<file path="src/rtl/ip_uart_pkg.sv">
// Shared definitions for the Z80 I/O-mapped UART: register offsets, status
// bit positions, control bits and the TX/RX state encodings.
package ip_uart_pkg;

  localparam logic REG_DATA = 1'b0;
  localparam logic REG_CTRL = 1'b1;

  localparam int ST_TX_BUSY  = 0;
  localparam int ST_TX_EMPTY = 1;
  localparam int ST_TX_FULL  = 2;
  localparam int ST_RX_VALID = 3;
  localparam int ST_RX_FULL  = 4;
  localparam int ST_TX_OVF   = 5;
  localparam int ST_RX_FERR  = 6;
  localparam int ST_RX_OVF   = 7;

  localparam int CTRL_TX_CLR  = 0;
  localparam int CTRL_RX_CLR  = 1;
  localparam int CTRL_ERR_CLR = 2;

  typedef enum logic [1:0] {TX_IDLE, TX_START, TX_DATA, TX_STOP} tx_state_t;
  typedef enum logic [1:0] {RX_IDLE, RX_START, RX_DATA, RX_STOP} rx_state_t;

endpackage

</file>
<file path="src/rtl/ip_uart_fifo.sv">
// Byte FIFO with extra-MSB pointers; clear has priority over push/pop and the
// head is presented combinationally from the registered array.
module ip_uart_fifo #(
  parameter int depth_log2 = 4
) (
  input  logic       clk,
  input  logic       reset_n,
  input  logic       push,
  input  logic       pop,
  input  logic       clear,
  input  logic [7:0] wdata,
  output logic [7:0] rdata,
  output logic       empty,
  output logic       full
);

  localparam int DEPTH = 1 << depth_log2;

  logic [7:0]          mem [DEPTH];
  logic [depth_log2:0] wr_ptr;
  logic [depth_log2:0] rd_ptr;
  logic                do_push;
  logic                do_pop;

  assign empty   = (wr_ptr == rd_ptr);
  assign full    = (wr_ptr[depth_log2] != rd_ptr[depth_log2]) &&
                   (wr_ptr[depth_log2-1:0] == rd_ptr[depth_log2-1:0]);
  assign do_pop  = pop && !empty;
  // A push into a full FIFO still fits when the head leaves in the same cycle.
  assign do_push = push && (!full || do_pop);
  assign rdata   = mem[rd_ptr[depth_log2-1:0]];

  always_ff @(posedge clk) begin
    if (!reset_n || clear) begin
      wr_ptr <= '0;
      rd_ptr <= '0;
    end else begin
      if (do_push) wr_ptr <= wr_ptr + 1'b1;
      if (do_pop)  rd_ptr <= rd_ptr + 1'b1;
    end
  end

  always_ff @(posedge clk) begin
    if (reset_n && !clear && do_push) mem[wr_ptr[depth_log2-1:0]] <= wdata;
  end

endmodule

</file>
<file path="src/rtl/ip_uart_fifo_inst.sv">
// Z80 I/O-mapped full-duplex 8N1 UART with TX and RX FIFOs.
// state | meaning
// IDLE  | TX: waiting for a FIFO byte / RX: waiting for a falling edge
// START | TX: driving start bit     / RX: half-bit wait, glitch re-check
// DATA  | 8 data bits, LSB first
// STOP  | TX: driving stop bit      / RX: stop sample, push or framing error
module ip_uart_fifo_inst
  import ip_uart_pkg::*;
#(
  parameter int          clk_freq        = 27000000,
  parameter int          uart_freq       = 115200,
  parameter logic [7:0]  io_base         = 8'h10,
  parameter int          fifo_depth_log2 = 4
) (
  input  logic       clk,
  input  logic       reset_n,
  input  logic       enable,
  input  logic       iorq_n,
  input  logic       wr_n,
  input  logic       rd_n,
  input  logic [7:0] a,
  input  logic [7:0] d,
  output logic [7:0] q,
  output logic       q_en,
  input  logic       uart_rx,
  output logic       uart_tx
);

  localparam int BIT   = clk_freq / uart_freq;
  localparam int HALF  = BIT / 2;
  localparam int CNT_W = (BIT > 1) ? $clog2(BIT) : 1;
  localparam logic [CNT_W-1:0] BIT_M1  = CNT_W'(BIT - 1);
  localparam logic [CNT_W-1:0] HALF_M1 = CNT_W'((HALF > 0) ? HALF - 1 : 0);

  logic       sel, ff_wr_n, wr_done, rd_pend;
  logic       wr_act, wr_data, wr_ctrl, tx_clr, rx_clr, err_clr, rx_pop;
  logic       tx_empty, tx_full, rx_empty, rx_full;
  logic [7:0] tx_rdata, rx_rdata;
  logic       tx_ovf, rx_ovf, rx_ferr;
  logic [7:0] status, status_nx;
  logic       unused_ctrl_bits;

  assign sel     = !iorq_n && ({a[7:1], 1'b0} == io_base);
  assign wr_act  = enable && sel && !ff_wr_n && !wr_done;
  assign wr_data = wr_act && (a[0] == REG_DATA);
  assign wr_ctrl = wr_act && (a[0] == REG_CTRL);
  assign tx_clr  = wr_ctrl && d[CTRL_TX_CLR];
  assign rx_clr  = wr_ctrl && d[CTRL_RX_CLR];
  assign err_clr = wr_ctrl && d[CTRL_ERR_CLR];
  assign rx_pop  = enable && rd_pend && rd_n;
  assign unused_ctrl_bits = ^d[7:3];

  // One OUT gives one action; one IN of the data port gives one pop, after rd_n rises.
  always_ff @(posedge clk) begin
    if (!reset_n) begin
      ff_wr_n <= 1'b1;
      wr_done <= 1'b0;
      rd_pend <= 1'b0;
    end else if (enable) begin
      ff_wr_n <= wr_n;
      if (wr_act)       wr_done <= 1'b1;
      else if (ff_wr_n) wr_done <= 1'b0;
      if (rx_pop)
        rd_pend <= 1'b0;
      else if (sel && !rd_n && (a[0] == REG_DATA) && !rx_empty)
        rd_pend <= 1'b1;
    end
  end

  assign q_en = sel && !rd_n;

  always_comb begin
    q = '0;
    if (q_en) begin
      if (a[0] == REG_CTRL) q = status;
      else if (!rx_empty)   q = rx_rdata;
    end
  end

  // ---------------- TX ----------------
  tx_state_t        tx_state, tx_state_nx;
  logic [CNT_W-1:0] tx_cnt;
  logic [2:0]       tx_bit;
  logic [7:0]       tx_shift;
  logic             tx_pop, tx_tick;

  assign tx_tick = (tx_cnt == '0);

  always_comb begin
    tx_state_nx = tx_state;
    tx_pop      = 1'b0;
    case (tx_state)
      TX_IDLE:  if (!tx_empty && !tx_clr) begin
                  tx_pop      = 1'b1;
                  tx_state_nx = TX_START;
                end
      TX_START: if (tx_tick) tx_state_nx = TX_DATA;
      TX_DATA:  if (tx_tick && tx_bit == 3'd7) tx_state_nx = TX_STOP;
      TX_STOP:  if (tx_tick) tx_state_nx = TX_IDLE;
      default:  tx_state_nx = TX_IDLE;
    endcase
  end

  always_ff @(posedge clk) begin
    if (!reset_n) begin
      tx_state <= TX_IDLE;
      tx_cnt   <= '0;
      tx_bit   <= '0;
      tx_shift <= '0;
      uart_tx  <= 1'b1;
    end else begin
      tx_state <= tx_state_nx;
      if (tx_pop) tx_shift <= tx_rdata;
      if (tx_state == TX_IDLE) begin
        tx_cnt <= BIT_M1;
        tx_bit <= '0;
      end else if (tx_tick) begin
        tx_cnt <= BIT_M1;
        if (tx_state == TX_DATA) begin
          tx_shift <= {1'b0, tx_shift[7:1]};
          tx_bit   <= tx_bit + 1'b1;
        end
      end else begin
        tx_cnt <= tx_cnt - 1'b1;
      end
      // Registered line driver: the pin follows the state one clk later.
      uart_tx <= (tx_state == TX_START) ? 1'b0 :
                 (tx_state == TX_DATA)  ? tx_shift[0] : 1'b1;
    end
  end

  ip_uart_fifo #(.depth_log2(fifo_depth_log2)) u_tx_fifo (
    .clk     (clk),
    .reset_n (reset_n),
    .push    (wr_data),
    .pop     (tx_pop),
    .clear   (tx_clr),
    .wdata   (d),
    .rdata   (tx_rdata),
    .empty   (tx_empty),
    .full    (tx_full)
  );

  // ---------------- RX ----------------
  rx_state_t        rx_state, rx_state_nx;
  logic [CNT_W-1:0] rx_cnt;
  logic [2:0]       rx_bit;
  logic [7:0]       rx_shift;
  logic             rx_s1, rx_s2, rx_prev;
  logic             rx_tick, rx_push, rx_ferr_set;

  assign rx_tick = (rx_cnt == '0);

  always_comb begin
    rx_state_nx = rx_state;
    rx_push     = 1'b0;
    rx_ferr_set = 1'b0;
    case (rx_state)
      RX_IDLE:  if (rx_prev && !rx_s2) rx_state_nx = RX_START;
      RX_START: if (rx_tick) rx_state_nx = rx_s2 ? RX_IDLE : RX_DATA;
      RX_DATA:  if (rx_tick && rx_bit == 3'd7) rx_state_nx = RX_STOP;
      RX_STOP:  if (rx_tick) begin
                  rx_state_nx = RX_IDLE;
                  rx_push     = rx_s2;
                  rx_ferr_set = !rx_s2;
                end
      default:  rx_state_nx = RX_IDLE;
    endcase
  end

  always_ff @(posedge clk) begin
    if (!reset_n) begin
      rx_state <= RX_IDLE;
      rx_cnt   <= '0;
      rx_bit   <= '0;
      rx_shift <= '0;
      rx_s1    <= 1'b1;
      rx_s2    <= 1'b1;
      rx_prev  <= 1'b1;
    end else begin
      rx_s1    <= uart_rx;
      rx_s2    <= rx_s1;
      rx_prev  <= rx_s2;
      rx_state <= rx_state_nx;
      if (rx_state == RX_IDLE) begin
        rx_cnt <= HALF_M1;
        rx_bit <= '0;
      end else if (rx_tick) begin
        rx_cnt <= BIT_M1;
        if (rx_state == RX_DATA) begin
          rx_shift <= {rx_s2, rx_shift[7:1]};
          rx_bit   <= rx_bit + 1'b1;
        end
      end else begin
        rx_cnt <= rx_cnt - 1'b1;
      end
    end
  end

  ip_uart_fifo #(.depth_log2(fifo_depth_log2)) u_rx_fifo (
    .clk     (clk),
    .reset_n (reset_n),
    .push    (rx_push),
    .pop     (rx_pop),
    .clear   (rx_clr),
    .wdata   (rx_shift),
    .rdata   (rx_rdata),
    .empty   (rx_empty),
    .full    (rx_full)
  );

  // ---------------- flags and status ----------------
  always_ff @(posedge clk) begin
    if (!reset_n || err_clr) begin
      tx_ovf  <= 1'b0;
      rx_ovf  <= 1'b0;
      rx_ferr <= 1'b0;
    end else begin
      if (wr_data && tx_full && !tx_pop) tx_ovf  <= 1'b1;
      if (rx_push && rx_full && !rx_pop) rx_ovf  <= 1'b1;
      if (rx_ferr_set)                   rx_ferr <= 1'b1;
    end
  end

  always_comb begin
    status_nx              = '0;
    status_nx[ST_TX_BUSY]  = (tx_state != TX_IDLE);
    status_nx[ST_TX_EMPTY] = tx_empty;
    status_nx[ST_TX_FULL]  = tx_full;
    status_nx[ST_RX_VALID] = !rx_empty;
    status_nx[ST_RX_FULL]  = rx_full;
    status_nx[ST_TX_OVF]   = tx_ovf;
    status_nx[ST_RX_FERR]  = rx_ferr;
    status_nx[ST_RX_OVF]   = rx_ovf;
  end

  always_ff @(posedge clk) begin
    if (!reset_n) status <= 8'h02;
    else          status <= status_nx;
  end

endmodule

</file>
<file path="config.mk">
export PLATFORM = sky130hd
export DESIGN_NAME = ip_uart_fifo_inst
export DESIGN_NICKNAME = d
export VERILOG_FILES = /design/src/rtl/ip_uart_pkg.sv /design/src/rtl/ip_uart_fifo.sv /design/src/rtl/ip_uart_fifo_inst.sv
export SDC_FILE = /design/constraint.sdc
export NUM_CORES = 1
export LEC_CHECK = 0
export ABC_AREA = 0
export BUFFER_PORTS_ARGS = -buffer_cell sky130_fd_sc_hd__buf_2
export CAP_MARGIN = 10
export CELL_PAD_IN_SITES_DETAIL_PLACEMENT = 0
export CELL_PAD_IN_SITES_GLOBAL_PLACEMENT = 1
export CORE_MARGIN = 2
export CORE_UTILIZATION = 35
export CTS_BUF_LIST = sky130_fd_sc_hd__clkbuf_16
export DETAILED_ROUTE_END_ITERATION = 12
export PLACE_DENSITY_LB_ADDON = 0.1
export SYNTH_ARGS = -nofsm -noshare
export SYNTH_HDL_FRONTEND = slang
export SYNTH_SLANG_ARGS = --single-unit
</file>
<file path="constraint.sdc">
create_clock -name clk -period 2.4 [get_ports clk]
set_input_delay 0.12 -clock clk [delete_from_list [all_inputs] [get_ports clk]]
set_output_delay 0.12 -clock clk [all_outputs]
set_load 0.03 [all_outputs]
</file>
; Yosys cells after proc, flatten, opt, wreduce, memory -nomap -nowiden
; Memory sizes are Yosys's and may differ from the RTL's. A register that Yosys moved wholly into a read port is not among the register bits.
; Index checks and enable logic that the tools add are counted.
[op_classes]
div = 0
n_bitwise = 3
eq_ne = 23
multipliers = 0
muxes = 42
addsub = 8
n_shift = 0
magnitude_cmp = 0
n_reduce_logical = 69
[ops]
columns = op, count
row1 = $mux 8, 10
row2 = $logic_and 1x1->1, 32
row3 = $add 5x1->5 const B, 4
row4 = $mux 2, 9
row5 = $logic_not 8->1, 2
row6 = $mux 1, 16
row7 = $mux 4, 4
row8 = $ne 2x2->1 const B, 8
row9 = $pmux 2 s4, 2
row10 = $sub 8x1->8 const B, 2
row11 = $logic_not 1->1, 14
row12 = $eq 5x5->1, 2
row13 = $eq 2x2->1 const B, 4
row14 = $eq 4x4->1, 2
row15 = $reduce_and 2->1, 4
row16 = $reduce_and 4->1, 2
row17 = $eq 7x4->1 const B, 1
row18 = $mux 7, 1
row19 = $add 3x1->3 const B, 2
row20 = $eq 3x3->1 const B, 2
row21 = $reduce_bool 2->1, 3
row22 = $reduce_or 3->1, 2
row23 = $logic_or 1x1->1, 5
row24 = $eq 2x1->1 const B, 2
row25 = 5 further kinds, 10
[totals]
mem_count = 2
wordCells = 173
regBits = 80
latch_bits = 0
mem_bits_ro = 0
ram_bits = 256
[mem_list]
columns = memory, depth, word_bits, rd, rd_clocked_by_memory_dff, wr, line
row1 = u_rx_fifo.mem, 16, 8, 1, 1, 1, ip_uart_fifo.sv:19  ; logic [7:0] mem [DEPTH];
row2 = u_tx_fifo.mem, 16, 8, 1, 1, 1, ip_uart_fifo.sv:19

; Logic depth before layout (Yosys ltp)
; Gate-level depths: netlist of run 1.
[logic_depth]
depth_word = 17
mapped_depth = 9

; By module
; A second synthesis of run 1 with hierarchy kept.
[unflattened]
hier_cells = 835
hier_area_um2 = 14206.1
[modules_own_cells]
columns = mod, cells_per_inst, area_each_um2, n_inst
row1 = ip_uart_fifo (u_tx_fifo), 267, 5726.7, 1
row2 = ip_uart_fifo (u_rx_fifo), 266, 5718.0, 1
row3 = ip_uart_fifo_inst, 302, 2761.4, 1

; Worst setup path before layout of run 1
; OpenSTA, ideal clock, no wires.
[synth_path]
path_kind = reg2reg
startpoint = register rx_cnt[0]
endpoint = memory u_rx_fifo.mem[3][0] (enable)
t_required_ns = 2.017
arrival_time_ns = 2.226
path_slack_ns = -0.210
setup_ns = 0.383
n_path_buf = 0
stages_incl_launch_ff = 8
synth_period_minus_slack_ns = 2.610
cell_sequence = dfxtp_1 -> inv_1 -> ha_1 -> or4b_4 -> nor3_4 -> o31a_2 -> nand3_1 -> nor3_1
[synth_between]
elab_chain_cells = 7
[synth_lines]
columns = element, line
row1 = from (decl), ip_uart_fifo_inst.sv:146  ; logic [CNT_W-1:0] rx_cnt;
row2 = from (signal assigned), ip_uart_fifo_inst.sv:195  ; rx_cnt <= rx_cnt - 1'b1;
row3 = $logic_not 8->1, ip_uart_fifo_inst.sv:152  ; assign rx_tick = (rx_cnt == '0);
row4 = $mux 1, ip_uart_fifo_inst.sv:162  ; RX_STOP: if (rx_tick) begin
row5 = $mux 1, ip_uart_fifo_inst.sv:158  ; case (rx_state)
row6 = $logic_and 1x1->1, ip_uart_fifo.sv:30  ; assign do_push = push && (!full || do_pop);
row7 = $logic_and 1x1->1, ip_uart_fifo.sv:44  ; if (reset_n && !clear && do_push) mem[wr_ptr[depth_log2-1:0]] <= wdata;
row8 = $mux 1, ip_uart_fifo.sv:44
row9 = $mux 1 (implied by the code), ip_uart_fifo.sv:44
row10 = to (decl), ip_uart_fifo.sv:19
; No other way between the ends.

==> metrics, run 1 <==
status=finished, violations left; failing checks=setup timing; Setup Crit Path Kind=reg -> out; Initial Utilization=35.5%; largest area contributor in the netlist=edfxtp_1; CTS tree=built; critical path endpoint category=output pin; initial DRC count=508; clk buf depth=3; fillers=3463; vias in the first global route=8048; clock root cell=clkbuf_16; share of cells above drive strength 1=28.3%; TritonCTS buffer count=38; Routed wire per std cell=21.3 µm; final worst path period share=113%; Syn Area/Cell=15.7 µm²; Max Transition Viols Final=0; Area Growth Syn to Fin=22.3%; first-pass GRT wire length=50.1 mm; grt ovf=0; die area=40900 µm²; Slew headroom=36.9%; Std-Cell Rows=72; die span in x=202 µm; vias post-DR=7824; flops & latches, synth=344; Yosys warnings=0; Cell Pwr Density=777 nW/µm²; DRT antenna net count=0; metal3 WL=1.19 mm; number of nets in the final layout=1049; largest net degree at the start of global routing=36; Post-DP HPWL=21.6 mm; mapped cell area=13800 µm²; number of max-cap violations=0; Vias/cell=5.04; Placed Cells=1457; final worst slack=-323 ps; Leakage=5.64 nW; prevailing post-synth register cell=edfxtp_1; Boundary Pins=33; post-synthesis sequential area ratio=68.7%; syn nets=917; min cycle time layout=2720 ps; area share of the largest cell type after synthesis=55.9%; Highest Signal Layer=met4; Max VDD drop=0.503 mV; Mapped Cells=874; Max Freq=367 MHz; CTS Sinks=344; Final Wtd Congestion=0.780; critical path arrival=2600 ps; unrepaired setup endpoints after global routing=yes; Clock Skews=20.5 ps; # DRC=0; worst-path maximum fanout=8; slew at the pin closest to its max-slew limit=946 ps; Synth cell types=55; fin util=43.4%; htree depth=2; met1 WL=15.4 mm; initial antenna violation count=0; clk slew on worst S/H paths=60 ps; count of final hold-check violations=0; Min-Delay Path Class=in -> reg; total track usage=16.4%; WL met2=15.8 mm; Die Y-Extent=202 µm; count of port buffers added during placement=32; required time worst endpoint=2280 ps; Synth async-reset ratio=0%; core box area=38700 µm²; hold slack final=26.5 ps; EDFF count, synth=256; DRT Wirelength=33.1 mm; DRT Pass-1 Iters=4; latest clock arrival within the worst-skew pair=540 ps; Final Setup Violations=8; nature of the critical path startpoint=flop; ranking of synthesized cells by area=edfxtp_1 (56%), dfxtp_1 (13%), mux4_2 (10%); Non-Filler Instances=1552
-- worst max-delay path, cell delays in order, from the launching register on --
cell	delay, ps
dfxtp_2	340
buf_12	140
buf_12	130
buf_4	110
mux4_2	530
a211oi_2	330
a21oi_2	90
a22o_1	260
buf_6	140
-- final timing paths --
check	start	slack, ps	cells past startpoint	to
min reg2reg	rx_s1$_SDFF_PN1_	420	1	rx_s2$_SDFF_PN1_
min	d[1]	30	1	u_tx_fifo.mem[7][1]$_DFFE_PP_
max reg2reg	rx_cnt[1]$_SDFF_PP0_	40	8	u_rx_fifo.mem[0][4]$_DFFE_PP_
max	flop	-320	8	q[7]
-- cell type report --
cell class                 count  area, µm²  area share [%]
antenna                        1       2.50          0.0149
clock buffer                  39        976            5.80
clock inverter                28        208            1.23
inverter                      16       60.1           0.357
multi-input combinational    472       4300            25.5
sequential                   344       9460            56.2
tap                          518        648            3.85
timing repair buffer         134       1180            7.01
-- state kept, by name (all words and copies together) (netlist names), 8 cells and up, named ones only --
name           count
rx_cnt             8
rx_shift           8
status             8
tx_cnt             8
tx_shift           8
u_rx_fifo.mem    128
u_tx_fifo.mem    128
-- routing by layer --
layer | track usage [%] | vias to the layer above
li1 | - | 3645
met1 | 22.3 | 3987
met2 | 26.8 | 146
met3 | 2.77 | 46
met4 | 5.63 | 0
met5 | 0 | -
-- synth_stat cells, types with 3 or more instances --
library cell / instances
a21boi_0: 6
mux2i_1: 27
nand2_1: 46
clkbuf_1: 23
nand2b_1: 9
nor2_1: 48
and2_1: 9
nor2b_1: 20
nor3_1: 22
o22ai_1: 12
xor2_1: 14
o21ai_0: 22
a21oi_1: 28
nor3b_1: 3
buf_1: 4
a22o_1: 8
ha_1: 20
and4_1: 3
o211ai_1: 4
nor4b_1: 3
nand4_1: 4
or2_2: 3
xnor2_1: 17
inv_1: 16
a31oi_1: 7
a211oi_1: 8
or3_1: 10
o21a_1: 5
nand3_1: 17
or3_2: 4
buf_2: 15
or4_1: 3
mux4_2: 62
nor4_1: 4
dfxtp_1: 88
edfxtp_1: 256
-- placed cells by master, fill, tap and decap left out, types with 9 or more instances in the layout --
master and count:
edfxtp_1 256, nor2b_1 16, mux2i_1 26, nor2_2 9, or3_1 10, nor2_1 39, clkbuf_16 39, mux4_2 62
xor2_1 14, o21ai_0 22, a21oi_1 25, buf_2 25, nand3_1 13, clkinv_1 10, nand2b_1 9, xnor2_1 17
nand2_1 46, ha_1 19, dfxtp_1 83, and2_1 9, buf_4 67, nor3_1 18, buf_12 9, o22ai_1 12
inv_1 18, buf_6 19, dlygate4sd3_1 13
-- report_power, final --
group | internal (mW) | switching (mW)
clock network | 3.26 | 2.27
logic | 0.508 | 0.496
registers | 6.44 | 0.107
total | 10.2 | 2.88
-- metrics by stage --
stage	cell area (µm²)	setup slack (ps)	TNS, ps	total power, mW
floorplan	13800	-209	-5070	7.31
detailed placement	15000	-223	-15490	7.67
CTS	16600	-353	-2580	13.3
global route	16800	-395	-5550	13.6
global placement	15000	-160	-9030	7.64
finish	16800	-323	-2140	13.1
-- timing repair --
action                                 CTS  global route
hold buffers                            13             0
setup endpoints to repair              136           120
setup buffers                            7             6
endpoints found under the hold margin  100             0
pin swaps                               12            11
gates cloned                             1             0
resized for setup                       40            43
-- logic make-up (layout without fill, tap and decap cells) --
family	count (synthesis)	after routing	share of synthesized area, %
compound gates	116	116	5.49
xor+xnor	31	31	1.97
fa+ha+maj	20	20	1.82
buf+inv	58	217	1.72
flops	344	344	68.7
mux	90	90	12.2
other cells	0	1	0
simple gates	215	215	8.10
Power figures use the tool's default switching activity.
==> run 2: changes to the inputs <==
Settings changed: CORE_ASPECT_RATIO set to 2, SYNTH_HIERARCHICAL set to 1.
==> run 2 against run 1 <==
Effect of this change:
- the flow still finishes with violations (setup timing)
- clock skew down 2.9 ps
- worst hold slack better by 39 ps
- critical path depth unchanged
- wire length up 4.7%
- power down 6.9%
- largest cell class unchanged
==> metrics, run 2 <==
count of final hold-check violations=0 (unchanged); largest net degree at the start of global routing=37 (+2.8%); Final Wtd Congestion=0.772 (-1.1%); Storage cell area=9450 µm² (about the same); Worst path slowest cell=mux4_2; core box area=40200 µm² (+3.8%); vias post-DR=7616 (-2.7%); CTS Sinks=344 (unchanged); status=finished, violations left; nature of the critical path startpoint=flop; DRT Pass-1 Iters=4 (unchanged); number of max-cap violations=0 (unchanged); Initial Utilization=35.3% (-0.18 points); Area Growth Syn to Fin=20.0%; htree depth=1 (-1); dpl cell area=15600 µm² (+3.6%); initial antenna violation count=0 (unchanged); count of port buffers added during placement=32 (unchanged); clk buf depth=3 (unchanged); Compound-Gate Fraction of Synth Area=4.02% (-1.5 points); total power=12.2 mW (-6.9%); slew at the pin closest to its max-slew limit=659 ps (-286 ps); most frequent cell after synthesis=edfxtp_1; unrepaired setup endpoints after global routing=yes; CTS tree=built; die area=42300 µm² (+3.5%); share of cells above drive strength 1=29.6% (+1.4 points); Yosys warnings=6 (+6); R2R cell count=7 (-1); Final Setup Violations=8 (unchanged); Syn Area/Cell=17.0 µm² (+8.1%); Boundary Pins=33 (unchanged); Clock Skews=17.6 ps (-2.95 ps); TritonCTS buffer count=31 (-18%); Max VDD drop=0.602 mV (+20%); Placed Cells=1436 (-1.4%); Slew headroom=56.0% (+19 points); post-synthesis sequential area ratio=66.5% (-2.2 points); diode count=0 (-1); final worst slack=-484 ps (-161 ps); number of nets in the final layout=1006 (-4.1%); clk slew on worst S/H paths=70 ps (about the same); min cycle time layout=2880 ps (+161 ps); EDFF count, synth=256 (unchanged); vias in the first global route=8296 (+3.1%); Die Y-Extent=289 µm (+43%); Post-DP HPWL=25.2 mm (+17%); Cell Pwr Density=714 nW/µm² (-8.1%); end of the worst register-to-register path=u_tx_fifo/mem[14][4]$_DFFE_PP_; DRT Wirelength=34.6 mm (+4.7%); R2R Setup Slk=120 ps (+80 ps); Leakage=5.78 nW (+2.4%); Mapped Cells=835 (-4.5%); Top delay family on crit path=multiplexers; Synth cell types=62 (+13%); Std-Cell Rows=104 (+44%); syn nets=879 (-4.1%); failing checks=setup timing; Min-Delay Path Class=in -> reg; XOR/XNOR Fraction of Synth Area=2.33% (+0.35 points); flops & latches, synth=344 (unchanged); r2r startpoint=ff_wr_n$_SDFFE_PN1P_; total track usage=16.7% (+0.21 points); die span in x=146 µm (-28%); grt ovf=0 (unchanged); Max Transition Viols Final=0 (unchanged); critical path arrival=2760 ps (+160 ps); prevailing post-synth register cell=edfxtp_1; Max Freq=347 MHz (-5.6%); adder-cell share of the synthesized area=1.85% (+0.030 points); most frequent cells in the layout=edfxtp_1 (256), dfxtp_1 (86), buf_4 (76); clock root cell=clkbuf_16; TNS Setup=-3440 ps (-1300 ps); Vias/cell=5.03 (-0.28%); Design Area, Final=17100 µm² (+1.3%); worst-path maximum fanout=7 (-1); Min-Delay Endpoint=tx_ovf$_SDFFE_PP0P_; most frequent CP cell=buf_12; required time worst endpoint=2280 ps (about the same); Post-synth top cells=edfxtp_1 (256), dfxtp_1 (88), nor2_1 (60); max incr delay on CP=520 ps (about the same); # DRC=0 (unchanged); mux contribution to synthesized area=15.2% (+3.0 points); DRT antenna net count=0 (unchanged); Non-Filler Instances=1515 (-2.4%); critical path endpoint category=output pin; initial DRC count=404 (-20%); Routed wire per std cell=22.9 µm (+7.2%); Multi-input gate area=4540 µm² (+5.6%); mapped cell area=14200 µm² (+3.3%); hold path depth=5 (+4); commonest non-fill, non-tap cell in the layout=edfxtp_1; largest area contributor in the netlist=edfxtp_1; Post-Synth Simple-Gate Area=7.74% (-0.36 points); Setup Crit Path Kind=reg -> out; area share of the largest cell type after synthesis=54.1% (-1.8 points); first-pass GRT wire length=52.7 mm (+5.1%); latest clock arrival within the worst-skew pair=580 ps (+40 ps); WP buf/inv=4 (unchanged); crit-path cells=buf_12 > buf_12 > buf_12 > mux4_2 > mux4_2 > a22oi_2 > nor2_1 > buf_4; HP Start=a[0]; Synth async-reset ratio=0% (unchanged); ranking of synthesized cells by area=edfxtp_1 (54%), dfxtp_1 (12%), mux4_1 (8.9%); largest family of logic cells by synthesized area=multiplexers; fillers=3576 (+3.3%); final worst path period share=120% (+6.7 points)
==> run 2: cell types whose count changed after synthesis, sizes merged, moves of 12 or more <==
| cell | change |
|---|---|
| o22ai | -12 |
| nor2b | -12 |
| mux4 | +18 |
| nand2 | -19 |
| a21oi | -15 |
| and3 | +29 |
| clkbuf | -13 |
==> run 2: where the power goes <==
part | switching [mW] | leakage (nW) | total (mW) | internal, mW
Combinational | 0.241 | 2.26 | 0.418 | 0.177
Clock | 2.30 | 0.536 | 5.35 | 3.06
Sequential | 0.0326 | 2.98 | 6.41 | 6.37
Total | 2.57 | 5.78 | 12.2 | 9.61
==> run 2: repair_timing <==
action,4_1_cts,5_1_grt
pin swaps,6,3
setup buffers,8,0
hold endpoints to repair,85,0
hold buffers,12,0
gates cloned,3,0
gates resized for setup,58,18
endpoints found under the setup margin,168,203
==> run 2: layout make-up <==
cell class              count  area share [%]
flip-flops and latches    344            55.4
multi-input cells         436            26.6
repair buffers            132            7.18
clock buffers              31            4.55
well taps                 530            3.89
clock inverters            25            1.93
inverters                  17           0.374
==> run 2: kinds of logic after synthesis <==
kind of cell,count (synthesis)
flops,344
simple gates,199
mux,98
compound gates,82
buf+inv,55
xor+xnor,36
fa+ha+maj,21
==> run 2: per-stage QoR <==
| stage | setup WS (ps) | utilization, % | hold WS, ps |
|---|---|---|---|
| global placement | -141 | 38.8 | 380 |
| floorplan | 2.59 | - | 219 |
| global route | -578 | 42.4 | 52.7 |
| CTS | -558 | 42.3 | 22.4 |
| finish | -484 | 42.4 | 65.4 |
| detailed placement | -232 | 38.8 | 372 |
==> run 2: how the worst max path moves through the flow <==
stage,end,cells past startpoint
after floorplan,u_tx_fifo/mem[1][0]$_DFFE_PP_,10
after global placement,u_tx_fifo/mem[10][5]$_DFFE_PP_,9
after detailed placement,u_tx_fifo/mem[10][3]$_DFFE_PP_,9
after CTS,q[1],8
after global routing,q[1],8
final,q[1],8
==> run 2: per-layer routing <==
metal | vias to the layer above | part of all wire, % | track usage [%]
li1 | 3543 | - | -
met1 | 3930 | 34 | 16.2
met2 | 102 | 61 | 35.9
met3 | 41 | 2.6 | 1.89
met4 | 0 | 2.0 | 4.34
met5 | - | 0 | 0
==> run 2: worst register-to-register path, cell delays in order, from the launching register on <==
cell and delay (ps):
dfxtp_1 320, buf_4 150, nor4bb_4 290, and4_4 300
nor2_2 80, o31a_2 470, and3_1 270, buf_12 150
==> run 3: changes to the inputs <==
==> constraint.sdc (replaced) <==
create_clock -name clk -period 2.4 [get_ports clk]
set_input_delay 0.48 -clock clk [delete_from_list [all_inputs] [get_ports clk]]
set_output_delay 0.48 -clock clk [all_outputs]
set_load 0.03 [all_outputs]
==> run 3 against run 2 <==
Effect of this change:
- the flow still finishes with violations (setup timing)
- setup slack worse by 230 ps
- final cell count about the same
- die area unchanged
- register-to-register slack about the same
- clock power down 5.4%
- non-clock buffer count down 4
- largest cell class unchanged
==> metrics, run 3 (same netlist as run 2, synthesis figures left out) <==
status=finished, violations left; failing checks=setup timing; Storage cell area=9450 µm² (unchanged); Area Growth Syn to Fin=20.4%; total track usage=16.9% (+0.20 points); Max VDD drop=0.603 mV (+0.19%); number of nets in the final layout=1005 (-0.099%); final worst slack=-718 ps (-233 ps); Pint=9.33 mW (-2.9%); clock root cell=clkbuf_16; core box area=40200 µm² (unchanged); first-pass GRT wire length=52.1 mm (-1.0%); hold slack final=140 ps (+74.3 ps); Hold Buf Count CTS=0 (-12); Leakage=5.80 nW (+0.46%); die area=42300 µm² (unchanged); Reg power frac=54.1% (+1.5 points); number of max-cap violations=0 (unchanged); R2R Setup Slk=110 ps (about the same); unrepaired setup endpoints after global routing=yes; critical path arrival=2640 ps (-120 ps); Final Wtd Congestion=0.825 (+7.0%); TritonCTS buffer count=34 (+9.7%); r2r startpoint=wr_done$_SDFFE_PN0P_; sw power=2.54 mW (-0.98%); grt ovf=0 (unchanged); Max Transition Viols Final=0 (unchanged); count of port buffers added during placement=32 (unchanged); worst-path maximum fanout=5 (-2); Min-Delay Path Class=in -> reg; diode count=0 (unchanged); Max Freq=321 MHz (-7.5%); HP Start=uart_rx; most frequent cells in the layout=edfxtp_1 (256), dfxtp_1 (86), buf_4 (68); min cycle time layout=3120 ps (+233 ps); DRT Wirelength=35.3 mm (+1.8%); vias post-DR=7651 (+0.46%); initial DRC count=279 (-31%); Slew headroom=58.6% (+2.6 points); Die Y-Extent=289 µm (unchanged); nature of the critical path startpoint=flop; Boundary Pins=33 (unchanged); Setup WS pre-CTS=-371 ps (-139 ps); latest clock arrival within the worst-skew pair=520 ps (-60 ps); required time worst endpoint=1920 ps (-360 ps); clk slew on worst S/H paths=70 ps (about the same); CTS Sinks=344 (unchanged); count of final hold-check violations=0 (unchanged); Clk pwr share=42.6% (-1.4 points); share of cells above drive strength 1=29.8% (+0.17 points); die span in x=146 µm (unchanged); Setup Crit Path Kind=reg -> out; Multi-input gate area=4510 µm² (-0.61%); DRT antenna net count=0 (unchanged); critical path endpoint category=output pin; Switching Share=21.4% (+0.33 points); DRT Pass-1 Iters=4 (unchanged); Cell Pwr Density=694 nW/µm² (-2.8%); initial antenna violation count=0 (unchanged); commonest non-fill, non-tap cell in the layout=edfxtp_1; Post-DP HPWL=25.9 mm (+2.6%); slew at the pin closest to its max-slew limit=621 ps (-38.7 ps); # DRC=0 (unchanged); CTS tree=built; Std-Cell Rows=104 (unchanged); Final Setup Violations=8 (unchanged); fillers=3594 (+0.50%); Vias/cell=5.05 (+0.39%); clk buf depth=3 (unchanged); largest net degree at the start of global routing=33 (-11%); Initial Utilization=35.3% (unchanged); hold path depth=2 (-3); vias in the first global route=8242 (-0.65%); Routed wire per std cell=23.3 µm (+1.7%); final worst path period share=130% (+9.7 points); combinational group share of total power=3.3% (about the same); Clock Skews=15.2 ps (-2.39 ps); htree depth=2 (+1); R2R cell count=8 (+1)
run 3: cell types whose count changed in the layout (fill, tap and decap cells not counted), sizes merged:
cell	previous run	this run
bufinv	6	1
inv	23	21
buf	120	128
clkbuf	31	35
dlygate4sd3	12	0
clkinv	10	20
clkinvlp	3	1
run 3: timing repair:
| action | CTS | global route |
|---|---|---|
| gates cloned | 4 | 0 |
| gates resized for setup | 38 | 19 |
| endpoints found under the setup margin | 112 | 209 |
| endpoints found under the hold margin | 0 | 0 |
| pin swaps | 8 | 3 |
| setup buffers | 3 | 2 |
run 3: per-stage QoR:
stage / std cells / power [mW] / cell area, µm² / setup TNS [ps] / util (%)
after floorplan: 835 / 6.76 / 14300 / 0 / -
after global placement: 1447 / 6.93 / 15800 / -61790 / 39.4
after detailed placement: 1447 / 6.95 / 15800 / -53110 / 39.4
after CTS: 1515 / 12.0 / 17100 / -5740 / 42.5
after global routing: 1516 / 12.3 / 17100 / -6110 / 42.5
final: 1516 / 11.9 / 17100 / -5120 / 42.5
run 3: layout make-up:
type / count / share of cell area (%)
flip-flops and latches: 344 / 55.3
multi-input cells: 436 / 26.4
repair buffers: 128 / 7.93
clock buffers: 35 / 5.12
well taps: 530 / 3.88
clock inverters: 26 / 1.02
inverters: 17 / 0.373
run 3: power by group through the flow:
stage	registers, mW	logic [mW]	clock network (mW)
after floorplan	6.54	0.215	0
after global placement	6.54	0.389	0
after detailed placement	6.55	0.397	0
after CTS	6.42	0.402	5.23
after global routing	6.42	0.441	5.45
final	6.42	0.397	5.06
run 3: worst paths after layout:
path | end
worst max-delay path | q[6]
worst min-delay path | rx_s1$_SDFF_PN1_
worst max register to register | u_tx_fifo/mem[5][0]$_DFFE_PP_
worst min register to register | rx_s2$_SDFF_PN1_
run 3: critical path, cell delays in order (launching register included):
cell	delay, ps
dfxtp_4	380
buf_12	140
buf_16	130
mux4_2	490
mux4_2	460
nor3b_2	170
a21oi_2	150
nor2_4	50
buf_6	130
run 3: per-layer routing:
metal | wire [µm] | vias up | share of wire, % | GRT usage (%)
met5 | 0 | - | 0 | 0
met4 | 1940 | 0 | 5.5 | 8.93
met3 | 959 | 78 | 2.7 | 2.20
met2 | 21200 | 147 | 60 | 35.6
met1 | 11200 | 3890 | 32 | 14.9
li1 | - | 3536 | - | -
